$ cat config.mk
export PLATFORM = sky130hd
export DESIGN_NAME = mem_arbiter
export DESIGN_NICKNAME = d
export VERILOG_FILES = /design/src/rtl/mem_arbiter_pkg.sv /design/src/rtl/mem_arbiter_arb_select.sv /design/src/rtl/mem_arbiter.sv
export SDC_FILE = /design/constraint.sdc
export NUM_CORES = 1
export LEC_CHECK = 0
export BUFFER_PORTS_ARGS = -buffer_cell sky130_fd_sc_hd__buf_4
export CORE_AREA = 2 2 130 132
export CTS_BUF_LIST = sky130_fd_sc_hd__clkbuf_4 sky130_fd_sc_hd__clkbuf_8
export DETAILED_ROUTE_END_ITERATION = 10
export DIE_AREA = 0 0 132 134
export PLACE_DENSITY = 0.72
export SLEW_MARGIN = 20
export SYNTH_ARGS = -nofsm -noshare
export SYNTH_HDL_FRONTEND = slang
export SYNTH_SLANG_ARGS = --single-unit
$ cat constraint.sdc
create_clock -name clock -period 2.7 [get_ports clock]
set_input_delay 0.27 -clock clock [delete_from_list [all_inputs] [get_ports clock]]
set_output_delay 0.27 -clock clock [all_outputs]
set_load 0.05 [all_outputs]
$ cat src/rtl/mem_arbiter_pkg.sv
// Shared types and constants for the external memory-port arbiter.
package mem_arbiter_pkg;

    typedef logic [31:0] regval_t;

    typedef enum logic [1:0] {
        IDLE,
        ISSUE,
        WAIT_READ,
        RESPOND
    } arb_state_t;

    localparam int ReqFetch = 0;
    localparam int ReqRead  = 1;
    localparam int ReqWrite = 2;

endpackage

$ cat src/rtl/mem_arbiter_arb_select.sv
// Combinational priority picker: starved requesters first, then highest index.
module mem_arbiter_arb_select #(
    parameter int NR_REQ = 3,
    parameter int IDX_W  = 2
) (
    input  logic [NR_REQ-1:0] enable,
    input  logic [NR_REQ-1:0] starved,
    output logic [NR_REQ-1:0] grant,
    output logic [IDX_W-1:0]  index
);

    logic [NR_REQ-1:0] starved_enabled;
    logic [NR_REQ-1:0] pool;

    assign starved_enabled = enable & starved;
    // Only fall back to plain priority when nobody pending is starved.
    assign pool = (|starved_enabled) ? starved_enabled : enable;

    always_comb begin
        grant = '0;
        index = '0;
        for (int i = 0; i < NR_REQ; i++) begin
            if (pool[i]) begin
                grant    = '0;
                grant[i] = 1'b1;
                index    = IDX_W'(i);
            end
        end
    end

endmodule

$ cat src/rtl/mem_arbiter.sv
// Shares one external memory port between fetch, load and store requesters,
// one transaction at a time, with fixed priority plus a starvation override.
module mem_arbiter
    import mem_arbiter_pkg::*;
#(
    parameter int NR_REQ       = 3,
    parameter int STARVE_LIMIT = 4,
    parameter int WIDTH        = $bits(regval_t)
) (
    input  logic                           clock,
    input  logic                           reset_n,
    input  logic [NR_REQ-1:0]              req_enable,
    input  logic [NR_REQ-1:0]              req_write,
    input  logic [NR_REQ-1:0][WIDTH-1:0]   req_address,
    input  logic [NR_REQ-1:0][WIDTH-1:0]   req_data,
    output logic [NR_REQ-1:0]              rsp_valid,
    output logic [WIDTH-1:0]               rsp_data,
    output logic                           mem_read,
    output logic                           mem_write,
    output logic [WIDTH-1:0]               mem_address,
    output logic [WIDTH-1:0]               mem_writedata,
    input  logic                           mem_waitrequest,
    input  logic                           mem_readdatavalid,
    input  logic [WIDTH-1:0]               mem_readdata
);

    localparam int IDX_W = (NR_REQ > 1) ? $clog2(NR_REQ) : 1;
    localparam int CNT_W = $clog2(STARVE_LIMIT + 1);
    localparam logic [CNT_W-1:0]  LIMIT = CNT_W'(STARVE_LIMIT);
    localparam logic [NR_REQ-1:0] ONE   = NR_REQ'(1);

    arb_state_t        state_reg;
    logic [IDX_W-1:0]  grant_reg;
    logic              write_reg;
    logic              aborted_reg;
    logic [NR_REQ-1:0] starved;
    logic [NR_REQ-1:0] sel_grant;
    logic [IDX_W-1:0]  sel_index;
    logic [NR_REQ-1:0] grant_onehot;
    logic              abort_now;

    mem_arbiter_arb_select #(
        .NR_REQ (NR_REQ),
        .IDX_W  (IDX_W)
    ) u_select (
        .enable  (req_enable),
        .starved (starved),
        .grant   (sel_grant),
        .index   (sel_index)
    );

    assign grant_onehot = ONE << grant_reg;
    // A granted requester that drops its enable mid-transaction loses its response.
    assign abort_now = aborted_reg | ~req_enable[grant_reg];

    for (genvar gi = 0; gi < NR_REQ; gi++) begin : g_starve
        logic [CNT_W-1:0] count_reg;

        always_ff @(posedge clock or negedge reset_n) begin
            if (!reset_n) begin
                count_reg <= '0;
            end else if (!req_enable[gi]) begin
                count_reg <= '0;
            end else if (state_reg == IDLE) begin
                if (sel_grant[gi]) begin
                    count_reg <= '0;
                end else if (count_reg < LIMIT) begin
                    count_reg <= count_reg + 1'b1;
                end
            end
        end

        assign starved[gi] = (count_reg >= LIMIT);
    end

    always_ff @(posedge clock or negedge reset_n) begin
        if (!reset_n) begin
            state_reg     <= IDLE;
            grant_reg     <= '0;
            write_reg     <= 1'b0;
            aborted_reg   <= 1'b0;
            rsp_valid     <= '0;
            rsp_data      <= '0;
            mem_read      <= 1'b0;
            mem_write     <= 1'b0;
            mem_address   <= '0;
            mem_writedata <= '0;
        end else begin
            rsp_valid <= '0;
            case (state_reg)
                IDLE: begin
                    if (|req_enable) begin
                        grant_reg     <= sel_index;
                        write_reg     <= req_write[sel_index];
                        aborted_reg   <= 1'b0;
                        mem_address   <= req_address[sel_index];
                        mem_writedata <= req_data[sel_index];
                        mem_write     <= req_write[sel_index];
                        mem_read      <= ~req_write[sel_index];
                        state_reg     <= ISSUE;
                    end
                end
                ISSUE: begin
                    aborted_reg <= abort_now;
                    if (!mem_waitrequest) begin
                        mem_read  <= 1'b0;
                        mem_write <= 1'b0;
                        if (write_reg) begin
                            rsp_valid <= abort_now ? '0 : grant_onehot;
                            state_reg <= RESPOND;
                        end else if (mem_readdatavalid) begin
                            if (!abort_now) begin
                                rsp_valid <= grant_onehot;
                                rsp_data  <= mem_readdata;
                            end
                            state_reg <= RESPOND;
                        end else begin
                            state_reg <= WAIT_READ;
                        end
                    end
                end
                WAIT_READ: begin
                    aborted_reg <= abort_now;
                    if (mem_readdatavalid) begin
                        if (!abort_now) begin
                            rsp_valid <= grant_onehot;
                            rsp_data  <= mem_readdata;
                        end
                        state_reg <= RESPOND;
                    end
                end
                RESPOND: begin
                    state_reg <= IDLE;
                end
                default: begin
                    state_reg <= IDLE;
                end
            endcase
        end
    end

endmodule

==> results of run 1 <==
[cells in the final DEF, fill, tap and decap left out, drive strengths merged, types with 3 or more instances in the layout]
master    Yosys  routed
clkinvlp      0       3
clkinv        1       6
a21o          3       3
a21oi         8       8
mux2         32      32
o21ai        74      74
buf          22     346
a22oi        70      70
nor2          6       6
clkbuf       16      20
inv           5       6
bufinv        0       3
nor2b         5       5
nor3          6       6
nand2        13      13
dfrtp       116     116
ha            6       6
mux2i        66      66
[synth_stat cells, types with 5 or more instances]
library cell / instances
nand2_1: 13
clkbuf_1: 9
dfrtp_1: 116
buf_4: 14
o21ai_0: 49
inv_1: 5
buf_2: 5
ha_1: 6
nor3_1: 5
nor2_1: 6
a21oi_1: 8
a22oi_1: 70
o21ai_1: 25
mux2i_1: 66
mux2_4: 30
nor2b_1: 5
clkbuf_2: 6
[cell type report]
cell class                 instances  share of cell area, %
inverter                           6                 0.2541
clock inverter                    12                  1.737
sequential                       116                  32.75
timing repair buffer             347                  30.13
multi-input combinational        316                  28.96
clock buffer                      20                  3.035
tap                              220                  3.106
antenna                            1                0.02824
[cells by family (layout without fill, tap and decap cells)]
logic type,after synthesis,in the layout
DFF,116,116
adders and majority gates,6,6
AOI/OAI and AO/OA,171,171
and+or+nand+nor,41,41
buffers and inverters,44,385
other,0,1
muxes,98,98
[layer usage]
metal  GRT usage, %  wire, um  part of all wire [%]
met1          25.42      7358                    39
met2          36.55      9696                    51
met3          7.218      1483                   7.8
met4          8.273       467                   2.5
met5              0         0                     0
[repair_timing]
item                                   4_1_cts  5_1_grt
buffers inserted                             0        0
hold buffers                                 1        0
endpoints found under the hold margin       37        0
[how the worst min path moves through the flow]
stage	start	end	slack, ns	cells after the start
floorplan	reset_n	aborted_reg$_DFFE_PN0P_	-0.03	0
global placement	reset_n	rsp_data[26]$_DFFE_PN0P_	0.27	1
detailed placement	reset_n	rsp_data[26]$_DFFE_PN0P_	0.28	1
CTS	mem_readdata[20]	rsp_data[20]$_DFFE_PN0P_	0.01	2
global route	mem_readdata[4]	rsp_data[4]$_DFFE_PN0P_	0.008	2
finish	mem_readdata[20]	rsp_data[20]$_DFFE_PN0P_	0.05	2
[power breakdown]
group	internal (W)	leakage (nW)	switching (W)
combinational	0.00213	2.91	0.00394
clock	0.000971	0.209	0.000753
sequential	0.00252	1.45	0.000487
[metrics by stage]
stage	instances	utilization [%]	power [W]
final	1038	54.41	0.01080
after global routing	1038	54.41	0.01138
after CTS	1037	54.39	0.01091
after detailed placement	1004	51.73	0.009141
after global placement	1004	51.73	0.009050
after floorplan	476	-	0.007091
==> results.py, run 1 <==
metrics = {
    "outcome": {
        "status": "complete, no violations",
    },
    "synth": {
        "ys.flop_type": "dfrtp_1",
        "ys_seq_area_share_pct": 50.90,
        "synthArstFlopShare_pct": 100.0,
        "avgSynthCellArea_um2": 11.98,
        "synth_top_area_share_pct": 50.90,
        "syn_area_um2": 5703,
        "synthAdderAreaFrac_pct": 1.316,
        "synth_top_family_by_area": "multiplexers",
        "netlist_instances": 476,
        "ys_ff_latch": 116,
        "ys_warn_count": 0,
        "yosys.area_share.simple_pct": 4.015,
        "synth-xor-area-share_pct": 0,
        "synth_edf_count": 0,
        "synth.distinct_cells": 45,
        "synth_mux_area_share_pct": 19.88,
        "synth_fp_nets": 716,
        "synth_compound_area_share_pct": 19.37,
        "synth.area.top_cells": "dfrtp_1 51%, mux2i_1 12%, a22oi_1 9.2%",
        "yosysTopAreaCell": "dfrtp_1",
    },
    "critical_path": {
        "end_kind": "flop",
        "cp_slowest_cell": "nand4b_4",
        "rrSetupSlack_ns": 0.51,
        "criticalPathCategory": "reg -> reg",
        "cp.buffers_inverters": 2,
        "cp_num_cells": 6,
        "slowest_delay_ns": 0.39,
        "critPathTopFamily": "simple AND/OR/NAND/NOR gates",
        "arrival_ns": 2.52,
        "worstSetupStartpoint": "state_reg[0]$_DFFE_PN0P_",
        "crit_end": "rsp_data[21]$_DFFE_PN0P_",
        "critical_path.cell_chain": "inv_1 -> ha_1 -> nor2b_1 -> nand4b_4 -> buf_12 -> mux2_4",
        "rr_worst_depth": 6,
        "required_ns": 3.03,
        "cp-start-kind": "flop",
        "timing.rr.start": "state_reg[0]$_DFFE_PN0P_",
        "reg2reg_to": "rsp_data[21]$_DFFE_PN0P_",
        "critPathMaxFanout": 18,
    },
    "pwr": {
        "p_per_area_nw_per_um2": 1219,
        "leakage_nw": 4.569,
        "ir_worst_vdd_mv": 0.5731,
    },
    "final_layout": {
        "fin_area_um2": 8862,
        "multi_input_area_um2": 2566,
        "nNetsFinal": 1044,
        "nFillCells": 1427,
        "reg.largest.list": "mem_address x32, mem_writedata x32, rsp_data x32",
        "drive_gt1_share_pct": 51.29,
        "area.sequential_um2": 2903,
        "area_growth_pct": 55.40,
    },
    "grt": {
        "grt_pass1_wl_um": 29300,
        "antenna_found_initial": 1,
        "grt_max_degree": 58,
        "grt_overflow": 0,
        "grt_use_total_pct": 21.57,
        "first_global_vias": 5292,
    },
    "detailed_routing": {
        "wl_per_cell_um": 18.31,
        "drt_iter0_drc": 237,
        "drc_errors": 0,
        "vias": 5208,
        "antenna_left": 0,
        "drtPass1Iterations": 5,
        "vias_per_cell": 5.017,
        "finalWirelength_um": 19010,
    },
    "hold_path": {
        "hp-class": "in -> reg",
    },
    "sta": {
        "worst_slew_pin_slew_ns": 0.6087,
        "hold_viol_final": 0,
        "fin_setup_tns_ns": 0,
        "whs_ns": 0.05259,
        "slew_headroom_pct": 59.42,
        "slew_viol_final": 0,
        "skew_ns": 0.006996,
        "worst_slack_ns": 0.5097,
        "setup_viol": 0,
        "rsz0062_at_grt": "false",
        "max_freq_ghz": 0.4566,
        "period_needed_ns": 2.190,
        "fin_crit_sh_pct": 81.12,
    },
    "die": {
        "rows": 47,
        "fp.dieH_um": 134,
        "die_area_um2": 17690,
        "initial_core_util_pct": 35.01,
        "ios": 335,
        "fp.dieW_um": 132,
        "coreArea_um2": 16290,
    },
    "placed_design": {
        "io_buffers": 334,
        "hpwl_um": 14460,
        "postPlaceCellArea_um2": 8427,
        "pre_cts_ws_ns": 0.5111,
        "gp_congestion": 0.8242,
    },
    "run": {
        "max_cap_viol_count": 0,
    },
    "clock_network": {
        "cts_root_buf": "clkbuf_8",
        "numCtsBuffers": 17,
        "clk_pin_slew_ns": 0.07,
        "postCtsResizedCells": 0,
        "clockBufferDepth": 2,
        "cts_tree": "yes",
        "ctsHtreeMaxLevel": 4,
        "cts.sinks": 116,
        "worstSkewPairLatency_ns": 0.45,
    },
}
No activity file was read; power rests on OpenSTA's default activity.
==> inputs of run 2 (changes only) <==
--- a/config.mk
+++ b/config.mk
@@ -6,11 +6,11 @@
 export NUM_CORES = 1
 export LEC_CHECK = 0
 export BUFFER_PORTS_ARGS = -buffer_cell sky130_fd_sc_hd__buf_4
-export CORE_AREA = 2 2 130 132
+export CORE_AREA = 2 2 129 131
 export CTS_BUF_LIST = sky130_fd_sc_hd__clkbuf_4 sky130_fd_sc_hd__clkbuf_8
 export DETAILED_ROUTE_END_ITERATION = 10
-export DIE_AREA = 0 0 132 134
-export PLACE_DENSITY = 0.72
+export DIE_AREA = 0 0 131 133
+export PLACE_DENSITY = 0.75
 export SLEW_MARGIN = 20
 export SYNTH_ARGS = -nofsm -noshare
 export SYNTH_HDL_FRONTEND = slang
==> constraint.sdc (replaced) <==
create_clock -name clock -period 1.9 [get_ports clock]
set_input_delay 0.19 -clock clock [delete_from_list [all_inputs] [get_ports clock]]
set_output_delay 0.19 -clock clock [all_outputs]
set_load 0.05 [all_outputs]
==> run 2 against run 1 <==
  * Worst hold slack got worse by 0.025 ns
  * Clock power increased by 43%
  * Critical path depth is the same
  * Count of clock-buffer cells in the layout down 2
  * Combinational power grew 49%
  * Non-clock buffer count is 111 higher
  * Clock skew increased by 0.0069 ns
  * Die area shrank 1.5%
  * Sequential power grew 42%
  * Highest routed layer unchanged
  * Global-route usage increased by 2.1 points
  * Cell count grew 11%
  * Utilization grew 7.6 points
==> results.py, run 2 (synthesis results as in run 1) <==
metrics = {
    "run": {
        "max_cap_viol_count": 0,
    },
    "clock_network": {
        "clockBufferDepth": 2,
        "ctsHtreeMaxLevel": 4,
        "clk_pin_slew_ns": 0.08,
        "worstSkewPairLatency_ns": 0.44,
        "cts_tree": "yes",
        "numCtsBuffers": 17,
        "cts_root_buf": "clkbuf_8",
        "cts.sinks": 116,
    },
    "detailed_routing": {
        "finalWirelength_um": 21010,
        "vias": 5759,
        "antenna_left": 0,
        "drc_errors": 0,
        "drtPass1Iterations": 5,
        "drt_iter0_drc": 231,
        "vias_per_cell": 5.017,
        "wl_per_cell_um": 18.30,
    },
    "sta": {
        "hold_viol_final": 0,
        "max_freq_ghz": 0.5561,
        "fin_setup_tns_ns": 0,
        "skew_ns": 0.01387,
        "slew_headroom_pct": 69.51,
        "setup_viol": 0,
        "slew_viol_final": 0,
        "period_needed_ns": 1.798,
        "rsz0062_at_grt": "false",
        "worst_slew_pin_slew_ns": 0.4574,
        "fin_crit_sh_pct": 94.65,
    },
    "critical_path": {
        "arrival_ns": 2.11,
        "criticalPathCategory": "reg -> reg",
        "worstSetupStartpoint": "state_reg[0]$_DFFE_PN0P_",
        "required_ns": 2.22,
        "cp-start-kind": "flop",
        "critPathMaxFanout": 32,
        "timing.rr.start": "state_reg[0]$_DFFE_PN0P_",
        "end_kind": "flop",
    },
    "grt": {
        "antenna_found_initial": 0,
        "grt_use_total_pct": 23.67,
        "grt_overflow": 0,
        "grt_max_degree": 46,
        "grt_pass1_wl_um": 31400,
        "first_global_vias": 6011,
    },
    "die": {
        "coreArea_um2": 16170,
        "rows": 47,
        "die_area_um2": 17420,
        "initial_core_util_pct": 35.26,
        "fp.dieW_um": 131,
        "ios": 335,
        "fp.dieH_um": 133,
    },
    "final_layout": {
        "reg.largest.list": "mem_address x32, mem_writedata x32, rsp_data x32",
        "final_cell_mix": "343 x buf_4, 116 x dfrtp_1, 105 x dlygate4sd3_1",
        "layout_commonest_cell": "buf_4",
        "area_growth_pct": 75.93,
        "multi_input_area_um2": 2581,
        "drive_gt1_share_pct": 46.12,
        "antennaDiodeCount": 0,
        "nFillCells": 1280,
        "area.sequential_um2": 2903,
        "nNetsFinal": 1155,
    },
    "placed_design": {
        "gp_congestion": 0.8332,
        "io_buffers": 334,
        "hpwl_um": 14790,
    },
    "pwr": {
        "p_per_area_nw_per_um2": 1575,
        "finalPower_w": 0.01581,
        "leakage_nw": 5.057,
        "ir_worst_vdd_mv": 0.8794,
    },
    "hold_path": {
        "hold_start": "req_address[61]",
        "hp-class": "in -> reg",
    },
    "outcome": {
        "status": "complete, no violations",
    },
}
run 2: cell types whose count changed in the layout (fill, tap and decap cells not counted), moves of 2 or more:
| cell | change |
|---|---|
| dlygate4sd3_1 | +104 |
| clkinv_2 | -2 |
| buf_12 | +5 |
| buf_4 | +2 |
| clkinv_4 | +2 |
run 2: where the power goes:
part | switching (W) | internal [W] | total, W | leakage (nW)
combinational | 0.00575 | 0.00332 | 0.00907 | 3.41
clock | 0.00111 | 0.00134 | 0.00246 | 0.202
sequential | 0.000702 | 0.00358 | 0.00428 | 1.45
total | 0.00757 | 0.00824 | 0.0158 | 5.06
run 2: repair_timing:
item / CTS / global route
buffers inserted: 0 / 0
endpoints found under the setup margin: 0 / 32
resized for setup: 0 / 2
endpoints found under the hold margin: 121 / 0
hold buffers: 105 / 0
run 2: final cells by class:
type / instances / share of cell area, %
repair buffers: 458 / 38.13
well taps: 220 / 2.743
multi-input cells: 316 / 25.73
clock inverters: 14 / 1.771
clock buffers: 18 / 2.469
inverters: 6 / 0.2245
flip-flops and latches: 116 / 28.93
run 2: stage by stage:
step                      worst slack (ns)  cells  util (%)  hold WS (ns)  cell area, um^2
after floorplan                     0.1957    476         -       -0.1056             5703
after global placement              0.1284   1011     52.82        0.1438             8542
after CTS                          0.04968   1148     61.95     0.0002154            10020
final                               0.1016   1148     62.04       0.02782            10030
after detailed placement           0.06439   1011     52.82        0.1445             8542
after global routing               0.01446   1148     62.04     0.0006252            10030
run 2: critical path, cell delays in order (launching register included):
cell and delay (ns):
dfrtp_1 0.40, inv_1 0.14, ha_4 0.23, nor2b_2 0.17, nand4b_4 0.10, buf_12 0.25
mux2_2 0.37
run 2: final timing paths:
path	end	slack, ns	depth (start not counted)
hold / removal	mem_address[29]$_DFFE_PN0P_	0.03	3
max in group asynchronous	mem_writedata[4]$_DFFE_PN0P_	1.10	3
setup / recovery	rsp_data[15]$_DFFE_PN0P_	0.10	6
hold reg to reg	mem_writedata[13]$_DFFE_PN0P_	0.51	2
setup reg to reg	rsp_data[15]$_DFFE_PN0P_	0.10	6
min in group asynchronous	rsp_data[0]$_DFFE_PN0P_	0.24	2
run 2: per-layer routing:
metal | GRT usage, % | routed length (um) | share of wire (%)
met5 | 0 | 0 | 0
met2 | 40.53 | 10640 | 51
met3 | 7.481 | 1547 | 7.4
met4 | 8.983 | 597 | 2.8
met1 | 27.38 | 8222 | 39
==> inputs of run 3 (changes only) <==
--- a/config.mk
+++ b/config.mk
@@ -6,11 +6,11 @@
 export NUM_CORES = 1
 export LEC_CHECK = 0
 export BUFFER_PORTS_ARGS = -buffer_cell sky130_fd_sc_hd__buf_4
-export CORE_AREA = 2 2 129 131
+export CORE_AREA = 2 2 130 132
 export CTS_BUF_LIST = sky130_fd_sc_hd__clkbuf_4 sky130_fd_sc_hd__clkbuf_8
 export DETAILED_ROUTE_END_ITERATION = 10
-export DIE_AREA = 0 0 131 133
-export PLACE_DENSITY = 0.75
+export DIE_AREA = 0 0 132 134
+export PLACE_DENSITY = 0.72
 export SLEW_MARGIN = 20
 export SYNTH_ARGS = -nofsm -noshare
 export SYNTH_HDL_FRONTEND = slang
==> constraint.sdc (replaced) <==
create_clock -name clock -period 2.1 [get_ports clock]
set_input_delay 0.21 -clock clock [delete_from_list [all_inputs] [get_ports clock]]
set_output_delay 0.21 -clock clock [all_outputs]
set_load 0.05 [all_outputs]
==> run 3 against run 2 <==
  * Worst hold slack improved by 0.0031 ns
  * Sequential share of layout area rose by 1.3 points
  * Largest cell class unchanged
  * Non-clock buffer count down 37
  * Utilization down 3.2 points
  * Critical path type unchanged
  * Critical path depth unchanged
  * Wire length down 5.0%
  * Final area decreased by 4.4%
  * Highest routed layer is now met5
  * Combinational power decreased by 12%
  * Global-route usage decreased by 1.3 points
==> results.py, run 3 (synthesis results as in run 1) <==
metrics = {
    "outcome": {
        "status": "complete, no violations",
    },
    "clock_network": {
        "postCtsResizedCells": 0,
        "cts_root_buf": "clkbuf_8",
        "clk_pin_slew_ns": 0.08,
        "worstSkewPairLatency_ns": 0.43,
        "ctsHtreeMaxLevel": 4,
        "cts.sinks": 116,
        "cts_tree": "yes",
        "clockBufferDepth": 2,
        "numCtsBuffers": 17,
    },
    "critical_path": {
        "slowest_delay_ns": 0.39,
        "critical_path.cell_chain": "inv_1 -> ha_1 -> o21ai_0 -> nand4b_4 -> buf_12 -> mux2_2",
        "required_ns": 2.41,
        "cp-start-kind": "flop",
        "arrival_ns": 2.16,
        "critPathMaxFanout": 32,
        "timing.rr.start": "state_reg[1]$_DFFE_PN0P_",
        "cp_slowest_cell": "dfrtp_1",
        "criticalPathCategory": "reg -> reg",
        "worstSetupStartpoint": "state_reg[1]$_DFFE_PN0P_",
        "end_kind": "flop",
    },
    "die": {
        "coreArea_um2": 16290,
        "rows": 47,
        "die_area_um2": 17690,
        "ios": 335,
        "initial_core_util_pct": 35.01,
        "fp.dieW_um": 132,
        "fp.dieH_um": 134,
    },
    "sta": {
        "max_freq_ghz": 0.5385,
        "worst_slack_ns": 0.2431,
        "period_needed_ns": 1.857,
        "fin_setup_tns_ns": 0,
        "hold_viol_final": 0,
        "slew_headroom_pct": 65.60,
        "skew_ns": 0.01382,
        "setup_viol": 0,
        "rsz0062_at_grt": "false",
        "worst_slew_pin_slew_ns": 0.5160,
        "fin_crit_sh_pct": 88.42,
        "slew_viol_final": 0,
    },
    "final_layout": {
        "layout_commonest_cell": "buf_4",
        "reg.largest.list": "mem_address x32, mem_writedata x32, rsp_data x32",
        "drive_gt1_share_pct": 47.70,
        "area_growth_pct": 68.14,
        "layout.cells.non_filler": 1112,
        "final_cell_mix": "345 x buf_4, 116 x dfrtp_1, 70 x a22oi_1",
        "nNetsFinal": 1118,
        "nFillCells": 1379,
    },
    "detailed_routing": {
        "vias_per_cell": 5.005,
        "drt_iter0_drc": 207,
        "antenna_left": 0,
        "drtPass1Iterations": 5,
        "finalWirelength_um": 19960,
        "vias": 5566,
        "wl_per_cell_um": 17.95,
        "drc_errors": 0,
    },
    "run": {
        "max_cap_viol_count": 0,
    },
    "hold_path": {
        "hold_start": "req_address[92]",
        "hp-class": "in -> reg",
    },
    "grt": {
        "grt_overflow": 0,
        "grt_use_total_pct": 22.35,
        "grt_pass1_wl_um": 30960,
        "antenna_found_initial": 2,
        "grt_max_degree": 61,
        "first_global_vias": 5832,
    },
    "pwr": {
        "p_per_area_nw_per_um2": 1452,
        "ir_worst_vdd_mv": 0.8088,
        "leakage_nw": 4.873,
    },
    "placed_design": {
        "dp_cells": 1010,
        "hpwl_um": 14510,
        "pre_cts_ws_ns": 0.2455,
        "io_buffers": 334,
        "gp_congestion": 0.8153,
    },
}
-- run 3: worst paths after layout --
kind,endpoint,slack (ns),cells after the start
worst max-delay path,rsp_data[16]$_DFFE_PN0P_,0.24,6
worst min-delay path,mem_address[28]$_DFFE_PN0P_,0.03,3
worst max register to register,rsp_data[16]$_DFFE_PN0P_,0.24,6
worst min register to register,mem_address[20]$_DFFE_PN0P_,0.51,2
max in group asynchronous,mem_writedata[1]$_DFFE_PN0P_,1.11,3
min in group asynchronous,rsp_valid[0]$_DFF_PN0_,0.27,2
-- run 3: routing by layer --
layer | up-vias | global-route usage (%) | wire length, um
met2 | 271 | 37.73 | 9838
met5 | - | 0 | 10
met1 | 2659 | 25.88 | 7793
met3 | 42 | 7.559 | 1674
met4 | 2 | 9.903 | 646
li1 | 2592 | - | -
-- run 3: repair_timing --
item	in CTS	in global routing
hold buffers	69	0
endpoints found under the hold margin	98	0
setup endpoints to repair	0	0
setup buffers	0	0
-- run 3: per-stage QoR --
stage | total power [W] | utilization (%) | hold slack [ns] | instance area [um^2]
5_1_grt | 0.01461 | 58.87 | 0.008387 | 9589
6_report | 0.01392 | 58.87 | 0.03092 | 9589
4_1_cts | 0.01402 | 58.85 | 0.0002503 | 9587
2_1_floorplan | 0.009117 | - | -0.08559 | 5703
3_5_place_dp | 0.01178 | 52.16 | 0.1869 | 8497
3_3_place_gp | 0.01167 | 52.16 | 0.1725 | 8497
-- run 3: report_power, final --
part,switching [W],total [W],internal (W)
Sequential,0.000637,0.00387,0.00324
Combinational,0.00512,0.00797,0.00285
Clock,0.000947,0.00207,0.00113
-- run 3: critical path, delay by kind of cell, from the launching register on --
kind                       cells  cell delay, ns
adders and majority gates      1            0.29
DFF                            1            0.39
and+or+nand+nor                1            0.13
AOI/OAI and AO/OA              1            0.20
buffers and inverters          2            0.35
muxes                          1            0.37
-- run 3: area by class of cell --
| class | count | area (um^2) | area share (%) |
|---|---|---|---|
| inverter | 6 | 22.52 | 0.2349 |
| multi-input combinational | 316 | 2566 | 26.76 |
| clock inverter | 12 | 130.1 | 1.357 |
| antenna | 1 | 2.502 | 0.02610 |
| clock buffer | 20 | 269.0 | 2.805 |
| sequential | 116 | 2903 | 30.27 |
| timing repair buffer | 421 | 3421 | 35.67 |
| tap | 220 | 275.3 | 2.871 |
